$ cat config.mk
export PLATFORM = sky130hd
export DESIGN_NAME = axi_interconnect_reqaddr_arbiter
export DESIGN_NICKNAME = d
export VERILOG_FILES = /design/src/rtl/axi_interconnect_defs.sv /design/src/rtl/axi_interconnect_rr_pick.sv /design/src/rtl/axi_interconnect_reqaddr_arbiter.sv
export SDC_FILE = /design/constraint.sdc
export NUM_CORES = 1
export LEC_CHECK = 0
export ABC_AREA = 1
export CELL_PAD_IN_SITES_DETAIL_PLACEMENT = 0
export CELL_PAD_IN_SITES_GLOBAL_PLACEMENT = 1
export CORE_ASPECT_RATIO = 1.1
export CORE_MARGIN = 3
export CORE_UTILIZATION = 28
export DETAILED_ROUTE_END_ITERATION = 10
export GPL_ROUTABILITY_DRIVEN = 0
export PLACE_DENSITY = 0.95
export SLEW_MARGIN = 20
export SYNTH_ARGS = -nofsm -noshare
export SYNTH_HDL_FRONTEND = slang
export SYNTH_SLANG_ARGS = --single-unit
$ cat constraint.sdc
create_clock -name clk_sys -period 7.4 [get_ports clk_sys]
set_clock_uncertainty 0.05 [all_clocks]
set_input_delay 1.48 -clock clk_sys [delete_from_list [all_inputs] [get_ports clk_sys]]
set_output_delay 1.48 -clock clk_sys [all_outputs]
set_load 0.05 [all_outputs]
$ cat src/rtl/axi_interconnect_defs.sv
// Shared definitions for the AXI interconnect request-address path:
// burst encodings, channel field widths, arbiter state and a CLOG2 helper.
package axi_interconnect_defs;

  typedef enum logic [1:0] {
    BURST_FIXED = 2'b00,
    BURST_INCR  = 2'b01,
    BURST_WRAP  = 2'b10
  } axi_burst_e;

  typedef enum logic {
    ST_EMPTY = 1'b0,
    ST_FULL  = 1'b1
  } arb_state_e;

  localparam int LEN_W   = 8;
  localparam int SIZE_W  = 3;
  localparam int BURST_W = 2;
  localparam int CACHE_W = 4;
  localparam int PROT_W  = 3;
  localparam int QOS_W   = 4;
  localparam int CNT_W   = 8;

  // Index width for a port count; never narrower than one bit.
  function automatic int CLOG2(input int value);
    int w;
    w = 0;
    for (int i = 0; i < 32; i++) begin
      if ((1 << w) < value) w = w + 1;
    end
    return (w < 1) ? 1 : w;
  endfunction

endpackage

$ cat src/rtl/axi_interconnect_rr_pick.sv
// Combinational round-robin picker: first set request scanning from ptr
// upward, wrapping modulo NUM_SLV. Shared with the W-data router.
module axi_interconnect_rr_pick #(
  parameter int NUM_SLV = 4,
  parameter int W_SEL   = 2
) (
  input  logic [NUM_SLV-1:0] req,
  input  logic [W_SEL-1:0]   ptr,
  output logic [NUM_SLV-1:0] gnt_onehot,
  output logic [W_SEL-1:0]   gnt_idx,
  output logic               any
);

  logic [W_SEL:0] idx;

  always_comb begin
    gnt_onehot = '0;
    gnt_idx    = '0;
    any        = 1'b0;
    idx        = '0;
    for (int k = 0; k < NUM_SLV; k++) begin
      // One extra bit holds ptr+k before the explicit modulo wrap.
      idx = {1'b0, ptr} + (W_SEL+1)'(k);
      if (idx >= (W_SEL+1)'(NUM_SLV)) idx = idx - (W_SEL+1)'(NUM_SLV);
      if (!any && req[idx[W_SEL-1:0]]) begin
        any                           = 1'b1;
        gnt_idx                       = idx[W_SEL-1:0];
        gnt_onehot[idx[W_SEL-1:0]]    = 1'b1;
      end
    end
  end

endmodule

$ cat src/rtl/axi_interconnect_reqaddr_arbiter.sv
// Round-robin AR/AW arbiter with registered output slice and outstanding-burst
// limiter. Define AXI_ICN_ARB_QOS_EN to restrict arbitration to highest-QoS ports.
module axi_interconnect_reqaddr_arbiter
  import axi_interconnect_defs::*;
#(
  parameter int NUM_SLV     = 4,
  parameter int WIDTH_ID    = 4,
  parameter int WIDTH_ADDR  = 32,
  parameter int WIDTH_AUSER = 1,
  parameter int MAX_OUTSTD  = 8,
  parameter int W_SEL       = CLOG2(NUM_SLV)
) (
  input  logic                            clk_sys,
  input  logic                            rst_n,
  input  logic [NUM_SLV*WIDTH_ID-1:0]     s_reqaid,
  input  logic [NUM_SLV*WIDTH_ADDR-1:0]   s_reqaaddr,
  input  logic [NUM_SLV*LEN_W-1:0]        s_reqalen,
  input  logic [NUM_SLV*SIZE_W-1:0]       s_reqasize,
  input  logic [NUM_SLV*BURST_W-1:0]      s_reqaburst,
  input  logic [NUM_SLV*CACHE_W-1:0]      s_reqacache,
  input  logic [NUM_SLV*PROT_W-1:0]       s_reqaprot,
  input  logic [NUM_SLV*QOS_W-1:0]        s_reqaqos,
  input  logic [NUM_SLV*WIDTH_AUSER-1:0]  s_reqauser,
  input  logic [NUM_SLV-1:0]              s_reqavalid,
  output logic [NUM_SLV-1:0]              s_reqaready,
  output logic [WIDTH_ID-1:0]             m_reqaid,
  output logic [WIDTH_ADDR-1:0]           m_reqaaddr,
  output logic [LEN_W-1:0]                m_reqalen,
  output logic [SIZE_W-1:0]              m_reqasize,
  output logic [BURST_W-1:0]              m_reqaburst,
  output logic [CACHE_W-1:0]              m_reqacache,
  output logic [PROT_W-1:0]               m_reqaprot,
  output logic [QOS_W-1:0]                m_reqaqos,
  output logic [WIDTH_AUSER-1:0]          m_reqauser,
  output logic                            m_reqavalid,
  input  logic                            m_reqaready,
  output logic                            grant_en,
  output logic [W_SEL-1:0]                grant_idx,
  output logic [LEN_W-1:0]                grant_len,
  input  logic                            cmpl_en,
  output logic [CNT_W-1:0]                outstd_cnt
);

  localparam logic [CNT_W-1:0] MAX_CNT  = CNT_W'(MAX_OUTSTD);
  localparam logic [W_SEL-1:0] LAST_IDX = W_SEL'(NUM_SLV - 1);

  logic [WIDTH_ID-1:0]    id_a    [NUM_SLV];
  logic [WIDTH_ADDR-1:0]  addr_a  [NUM_SLV];
  logic [LEN_W-1:0]       len_a   [NUM_SLV];
  logic [SIZE_W-1:0]      size_a  [NUM_SLV];
  logic [BURST_W-1:0]     burst_a [NUM_SLV];
  logic [CACHE_W-1:0]     cache_a [NUM_SLV];
  logic [PROT_W-1:0]      prot_a  [NUM_SLV];
  logic [QOS_W-1:0]       qos_a   [NUM_SLV];
  logic [WIDTH_AUSER-1:0] user_a  [NUM_SLV];

  for (genvar gi = 0; gi < NUM_SLV; gi++) begin : g_slice
    assign id_a[gi]    = s_reqaid[gi*WIDTH_ID +: WIDTH_ID];
    assign addr_a[gi]  = s_reqaaddr[gi*WIDTH_ADDR +: WIDTH_ADDR];
    assign len_a[gi]   = s_reqalen[gi*LEN_W +: LEN_W];
    assign size_a[gi]  = s_reqasize[gi*SIZE_W +: SIZE_W];
    assign burst_a[gi] = s_reqaburst[gi*BURST_W +: BURST_W];
    assign cache_a[gi] = s_reqacache[gi*CACHE_W +: CACHE_W];
    assign prot_a[gi]  = s_reqaprot[gi*PROT_W +: PROT_W];
    assign qos_a[gi]   = s_reqaqos[gi*QOS_W +: QOS_W];
    assign user_a[gi]  = s_reqauser[gi*WIDTH_AUSER +: WIDTH_AUSER];
  end

  logic [NUM_SLV-1:0] eligible;
  logic [NUM_SLV-1:0] win_onehot;
  logic [W_SEL-1:0]   win_idx;
  logic               win_any;
  logic               load;

`ifdef AXI_ICN_ARB_QOS_EN
  logic [QOS_W-1:0] qos_max;

  always_comb begin
    qos_max = '0;
    for (int i = 0; i < NUM_SLV; i++) begin
      if (s_reqavalid[i] && (qos_a[i] > qos_max)) qos_max = qos_a[i];
    end
  end

  for (genvar gi = 0; gi < NUM_SLV; gi++) begin : g_elig
    assign eligible[gi] = s_reqavalid[gi] & (qos_a[gi] == qos_max);
  end
`else
  assign eligible = s_reqavalid;
`endif

  logic [W_SEL-1:0] rr_ptr_q;

  axi_interconnect_rr_pick #(
    .NUM_SLV (NUM_SLV),
    .W_SEL   (W_SEL)
  ) u_rr_pick (
    .req        (eligible),
    .ptr        (rr_ptr_q),
    .gnt_onehot (win_onehot),
    .gnt_idx    (win_idx),
    .any        (win_any)
  );

  arb_state_e             state_q;
  logic [CNT_W-1:0]       cnt_q, cnt_d;
  logic [WIDTH_ID-1:0]    id_q;
  logic [WIDTH_ADDR-1:0]  addr_q;
  logic [LEN_W-1:0]       len_q;
  logic [SIZE_W-1:0]      size_q;
  logic [BURST_W-1:0]     burst_q;
  logic [CACHE_W-1:0]     cache_q;
  logic [PROT_W-1:0]      prot_q;
  logic [QOS_W-1:0]       qos_q;
  logic [WIDTH_AUSER-1:0] user_q;
  logic [W_SEL-1:0]       idx_q;

  // A completion in the same cycle frees the slot the new burst takes.
  assign load = (~m_reqavalid | m_reqaready) & ((cnt_q < MAX_CNT) | cmpl_en) & win_any;
  assign s_reqaready = load ? win_onehot : '0;

  always_comb begin
    cnt_d = cnt_q;
    if (load && !cmpl_en) begin
      cnt_d = cnt_q + 1'b1;
    end else if (!load && cmpl_en && (cnt_q != '0)) begin
      cnt_d = cnt_q - 1'b1;
    end
  end

  always_ff @(posedge clk_sys or negedge rst_n) begin
    if (!rst_n) begin
      state_q  <= ST_EMPTY;
      rr_ptr_q <= '0;
      cnt_q    <= '0;
      id_q     <= '0;
      addr_q   <= '0;
      len_q    <= '0;
      size_q   <= '0;
      burst_q  <= '0;
      cache_q  <= '0;
      prot_q   <= '0;
      qos_q    <= '0;
      user_q   <= '0;
      idx_q    <= '0;
    end else begin
      cnt_q <= cnt_d;
      case (state_q)
        ST_EMPTY: if (load) state_q <= ST_FULL;
        ST_FULL:  if (m_reqaready && !load) state_q <= ST_EMPTY;
        default:  state_q <= ST_EMPTY;
      endcase
      if (load) begin
        id_q     <= id_a[win_idx];
        addr_q   <= addr_a[win_idx];
        len_q    <= len_a[win_idx];
        size_q   <= size_a[win_idx];
        burst_q  <= burst_a[win_idx];
        cache_q  <= cache_a[win_idx];
        prot_q   <= prot_a[win_idx];
        qos_q    <= qos_a[win_idx];
        user_q   <= user_a[win_idx];
        idx_q    <= win_idx;
        rr_ptr_q <= (win_idx == LAST_IDX) ? '0 : win_idx + 1'b1;
      end
    end
  end

`ifndef SYNTHESIS
  // A completion with nothing outstanding means the downstream accounting is broken.
  always_ff @(posedge clk_sys) begin
    if (rst_n) assert (!(cmpl_en && !load && (cnt_q == '0)));
  end
`endif

  assign m_reqavalid = (state_q == ST_FULL);
  assign m_reqaid    = id_q;
  assign m_reqaaddr  = addr_q;
  assign m_reqalen   = len_q;
  assign m_reqasize  = size_q;
  assign m_reqaburst = burst_q;
  assign m_reqacache = cache_q;
  assign m_reqaprot  = prot_q;
  assign m_reqaqos   = qos_q;
  assign m_reqauser  = user_q;
  assign grant_idx   = idx_q;
  assign grant_len   = len_q;
  assign grant_en    = m_reqavalid & m_reqaready;
  assign outstd_cnt  = cnt_q;

endmodule

==> flow_summary.yaml, run 1 <==
outcome:
  outcome: "finished, final reports clean"
setup_path:
  worstReg2RegEnd: "m_reqaaddr[20]$_DFFE_PN0N_"
  worstPathRequired_ns: 5.87
  cp-start-kind: "primary input"
  crit_arrival_ns: 4.08
  critical_path_class: "in -> out"
  reg2reg_depth: 12
  crit_fanout: 36
  critPathCaptureType: "output pin"
  worst-r2r-setup-slack_ns: 3.17
timing:
  period_minus_slack_ns: 5.613
  setup_tns_ns: 0
  max_slew.worst_pin.slew_ns: 1.020
  finalHoldViolCount: 0
  drv_slew: 0
  min_period_over_period_pct: 75.85
  fmax_mhz: 178.2
  setup_viol: 0
  fin_ws_ns: 1.787
  slew_headroom_pct: 32.02
  rsz0062_at_grt: "false"
finish:
  drive_gt1_share_pct: 3.863
  final_cell_mix: "nand2_1 (357), clkdlybuf4s50_1 (335), inv_1 (235)"
  antenna_cells: 0
  fill_cells: 2293
  final_common_cell: "nand2_1"
  post-route-util_pct: 45.34
  area_delta_synth_final_pct: 58.07
  nNetsFinal: 1608
clocking:
  cts.path.max_buffers: 2
  clkSinkCount: 74
  cts_tree: "built"
  post_cts.repair.setup_buffers: 0
  cts-root-buf: "clkbuf_16"
  holdBufCountCts: 0
  cts_resized: 0
  numCtsBuffers: 9
  cts.clk_slew.worst_paths_ns: 0.06
  htreeDepth: 3
  clock_latency_ns: 0.34
place:
  dp_slack_ns: 1.759
  port_buffers: 336
  dp_hpwl_mm: 16.99
floorplanning:
  die_y_um: 164.1
  die_w_um: 149.7
  start_util_pct: 28.69
  ios: 337
  core_area_sq_um: 22180
  row_count: 57
  fp.dieArea_sq_um: 24570
global_route:
  grt_pass1_wl_mm: 36.29
  grt_pass1_vias: 7003
  grt_max_degree: 95
  grt.total_usage_pct: 18.66
  gr-total-overflow: 0
  antenna_found_initial: 1
routing:
  firstDrtPassIters: 4
  drt_wl_total_mm: 23.61
  post-route-drc-count: 0
  first_iter_violations: 251
  viasPerCell: 4.413
  vias: 7242
  ant_nets: 0
  wire_per_inst_um: 14.39
logic_synthesis:
  synth_fp_nets: 1317
  postSynth.asyncResetShare_pct: 100.0
  yosysWarnings: 0
  synth_flop_cell: "dfrtp_1"
  synth-edff-count: 0
  netlist_instances: 1050
  yosys.cell_types.count: 35
  avgSynthCellArea_sq_um: 6.059
  netlist_area_sq_um: 6362
  ys_seq_area_share_pct: 29.11
  ys_ff_latch: 74
hold_path:
  min_path_cells: 2
  min_to: "m_reqaaddr[16]$_DFFE_PN0N_"
  min_from: "m_reqaaddr[16]$_DFFE_PN0N_"
  hp-class: "reg -> reg"
pwr:
  powerDensity_nw_per_um2: 517.5
  p_leak_nw: 5.337
  comb_power_share_pct: 77.1
  intPower_mw: 2.117
  p_clk_share_pct: 8.0
  power.switching_mw: 3.088
  ir_drop_v: 0.0004729
  pwr-share-seq_pct: 14.9
  p_sw_share_pct: 59.32
run:
  max-cap-violations: 0
-- metrics by stage --
stage	power [mW]	hold WS (ns)	cells	cell area (sq um)
after floorplan	3.742	0.7057	1050	6362
after global placement	4.828	0.4107	1625	9782
after detailed placement	4.854	0.4136	1625	9782
after CTS	5.300	0.4327	1641	10050
after global routing	5.721	0.4575	1641	10060
final	5.205	0.4274	1641	10060
-- per-layer routing --
layer	vias up	GRT usage, %	wire length [um]
li1	3759	-	-
met1	3184	20.90	9234
met2	269	33.70	11520
met3	28	5.905	2369
met4	2	5.740	469
met5	-	0	13
-- worst max-delay path: stages --
cell and delay [ns]:
clkdlybuf4s50_1 0.47, nand2_1 0.07, nand2_2 0.12, nand2_1 0.10, nand2_1 0.16, inv_2 0.05, nand3_1 0.12, nand2_4 0.06
inv_2 0.09, buf_4 0.39, nand2_1 0.11, inv_1 0.06, clkdlybuf4s50_1 0.79
-- worst max path at each step --
stage	from	endpoint	slack, ns	depth (start not counted)
after detailed placement	s_reqavalid[2]	s_reqaready[2]	1.76	13
final	s_reqavalid[2]	s_reqaready[2]	1.79	13
after global placement	s_reqavalid[2]	s_reqaready[3]	1.80	13
after global routing	s_reqavalid[3]	s_reqaready[3]	1.58	13
after floorplan	s_reqavalid[2]	s_reqaready[0]	2.97	12
after CTS	s_reqavalid[2]	s_reqaready[2]	1.76	13
-- power groups by stage --
| stage | clock network, mW | registers (mW) | logic (mW) |
|---|---|---|---|
| CTS | 0.436 | 0.779 | 4.08 |
| finish | 0.416 | 0.775 | 4.01 |
| floorplan | 0 | 1.43 | 2.31 |
| global route | 0.453 | 0.805 | 4.46 |
| detailed placement | 0 | 0.778 | 4.08 |
| global placement | 0 | 0.775 | 4.05 |
-- cells by family after synthesis --
| logic type | count (synthesis) | synth area share (%) |
|---|---|---|
| flops | 74 | 29.11 |
| fa+ha+maj | 15 | 3.068 |
| buf+inv | 306 | 20.06 |
| compound gates | 49 | 5.054 |
| xor+xnor | 6 | 0.8260 |
| simple gates | 600 | 41.89 |
-- Yosys cell counts (2+ instances only) --
library cell | count | area (sq um)
nand3b_1 | 2 | 15.01
ha_1 | 14 | 175.2
nand2_4 | 3 | 33.78
buf_4 | 18 | 135.1
nor2_8 | 3 | 60.06
a21oi_1 | 7 | 35.03
dfrtp_1 | 74 | 1852
inv_2 | 8 | 30.03
nand3_2 | 2 | 20.02
o21ai_1 | 3 | 15.01
nand3_1 | 204 | 1021
nand2_2 | 8 | 50.05
buf_1 | 3 | 11.26
xor2_1 | 5 | 43.79
buf_2 | 38 | 190.2
a22oi_1 | 2 | 15.01
o211ai_1 | 28 | 210.2
nor2_1 | 10 | 37.54
inv_1 | 235 | 882.1
clkbuf_1 | 2 | 7.510
nand4_1 | 4 | 25.02
nand2_1 | 357 | 1340
o21ai_0 | 8 | 40.04
-- area by class of cell --
type                    instances  area [sq um]  area share, %
multi-input cells             670          3234          32.16
inverters                     244         920.9          9.157
clock buffers                   9         225.2          2.239
clock inverters                 7         46.29         0.4603
flip-flops and latches         74          1852          18.41
repair buffers                342          3410          33.90
well taps                     295         369.1          3.670
-- sequential cells by signal, summed over array words and instances (netlist names), named ones only --
name / count
grant_idx: 2
grant_len: 8
m_reqaaddr: 32
m_reqaburst: 2
m_reqacache: 4
m_reqaid: 4
m_reqaprot: 3
m_reqaqos: 4
m_reqasize: 3
m_reqauser: 1
m_reqavalid: 1
outstd_cnt: 8
rr_ptr_q: 1
Power figures use the tool's default switching activity.
==> run 2, diff against run 1 <==
- CORE_UTILIZATION: 28 -> 24
- PLACE_DENSITY: 0.95 -> 0.9
- clock period: 7.4 -> 5.16 ns (I/O delays scaled with it)
==> flow_summary.yaml, run 2 (synthesis results as in run 1) <==
outcome:
  outcome: "finished, final reports clean"
setup_path:
  crit_path_top_delay_cell: "clkdlybuf4s50_1"
  critical_path_class: "in -> out"
  crit_path_cell_trace: "clkdlybuf4s50_1, inv_1, nand2_1, nand3_2, nand2_4, nor2_8, nand2_2, nor2_1, nand2_1, nand4_1, nand2_1, inv_1, buf_12"
  critPathCaptureType: "output pin"
  crit_path_max_incr_delay_ns: 0.42
  cp-start-kind: "primary input"
  worstPathRequired_ns: 4.08
  reg2reg_depth: 18
  crit_fanout: 9
  crit_start: "s_reqavalid[1]"
  crit_arrival_ns: 2.90
  crit_top_cell: "nand2_1"
floorplanning:
  ios: 337
  fp.dieArea_sq_um: 28500
  die_w_um: 161.2
  core_area_sq_um: 25720
  row_count: 61
  die_y_um: 176.8
  start_util_pct: 24.74
pwr:
  ir_drop_v: 0.0004760
  p_sw_share_pct: 57.84
  powerDensity_nw_per_um2: 751.1
  totalPowerFinal_mw: 7.703
  power.switching_mw: 4.455
  comb_power_share_pct: 75.8
  p_leak_nw: 5.406
  intPower_mw: 3.248
  p_clk_share_pct: 9.8
  pwr-share-seq_pct: 14.4
finish:
  fill_cells: 2708
  post-route-util_pct: 39.87
  final_cell_mix: "nand2_1 (357), clkdlybuf4s50_1 (331), inv_1 (235)"
  fin_cells: 1693
  seqCellArea_sq_um: 1852
  largest_reg_flops: 32
  antenna_cells: 0
  multi_input_area_sq_um: 3234
  nNetsFinal: 1609
  drive_gt1_share_pct: 4.083
  area_delta_synth_final_pct: 61.18
  final_common_cell: "nand2_1"
clocking:
  cts-root-buf: "clkbuf_16"
  cts.path.max_buffers: 2
  clkSinkCount: 74
  cts_tree: "built"
  cts_resized: 0
  clock_latency_ns: 0.34
  cts.clk_slew.worst_paths_ns: 0.06
  holdBufCountCts: 0
  numCtsBuffers: 9
  htreeDepth: 3
  post_cts.repair.setup_buffers: 0
place:
  dp_hpwl_mm: 17.71
  port_buffers: 336
  placedCellCount: 1677
routing:
  first_iter_violations: 458
  drt_wl_total_mm: 24.47
  ant_nets: 0
  firstDrtPassIters: 5
  post-route-drc-count: 0
  viasPerCell: 4.414
  wire_per_inst_um: 14.45
  vias: 7473
timing:
  setup_tns_ns: 0
  slew_headroom_pct: 39.97
  finalHoldViolCount: 0
  drv_slew: 0
  min_period_over_period_pct: 77.15
  setup_viol: 0
  period_minus_slack_ns: 3.981
  max_slew.worst_pin.slew_ns: 0.9005
  rsz0062_at_grt: "false"
  fmax_mhz: 251.2
global_route:
  grt.total_usage_pct: 17.09
  grt_pass1_wl_mm: 39.14
  gr-total-overflow: 0
  grt_pass1_vias: 7550
  grt_max_degree: 78
  antenna_found_initial: 3
hold_path:
  min_from: "m_reqaid[0]$_DFFE_PN0N_"
  min_path_cells: 2
  hp-class: "reg -> reg"
run:
  max-cap-violations: 0
run 2: cell count changes in the layout (fill, tap and decap cells not counted), sizes merged:
cell / change
clkinvlp: -3
clkinv: -3
clkbuf: +3
buf: +5
bufinv: +3
clkdlybuf4s50: -4
run 2: worst max-delay path, delay by kind of cell:
family                 cells  cell delay (ns)
AND/OR/NAND/NOR            9             1.15
buffers and inverters      4             0.71
run 2: cell type report:
| type | count | area share (%) |
|---|---|---|
| flip-flops and latches | 74 | 18.06 |
| clock buffers | 12 | 2.404 |
| well taps | 346 | 4.222 |
| clock inverters | 4 | 0.9639 |
| repair buffers | 343 | 33.83 |
| inverters | 244 | 8.980 |
| multi-input cells | 670 | 31.54 |
run 2: worst paths after layout:
check	end	slack (ns)
max in group asynchronous	outstd_cnt[4]$_DFFE_PN0P_	3.84
min in group asynchronous	m_reqaaddr[6]$_DFFE_PN0N_	0.69
min reg2reg	m_reqaid[0]$_DFFE_PN0N_	0.43
min	m_reqaid[0]$_DFFE_PN0N_	0.43
max	s_reqaready[0]	1.18
max reg2reg	outstd_cnt[6]$_DFFE_PN0P_	1.58
run 2: power by group through the flow:
| stage | registers [mW] | clock network [mW] | logic [mW] |
|---|---|---|---|
| CTS | 1.11 | 0.788 | 5.93 |
| global placement | 1.11 | 0 | 5.88 |
| detailed placement | 1.11 | 0 | 5.91 |
| finish | 1.11 | 0.755 | 5.84 |
| global route | 1.15 | 0.814 | 6.47 |
| floorplan | 2.05 | 0 | 3.32 |
run 2: routing by layer:
layer	vias up	wire length (um)	track usage (%)
li1	3757	-	-
met1	3362	9973	19.97
met2	315	11780	30.12
met3	33	2226	5.640
met4	6	449	4.482
met5	-	47	0
run 2: stage by stage:
stage                     hold WS, ns  cell area [sq um]  setup WS, ns
after floorplan                0.6864               6362         1.622
after global placement         0.4102               9906         1.275
after detailed placement       0.4145               9906         1.112
after CTS                      0.4308              10250         1.194
after global routing           0.4513              10250         1.016
final                          0.4294              10250         1.179
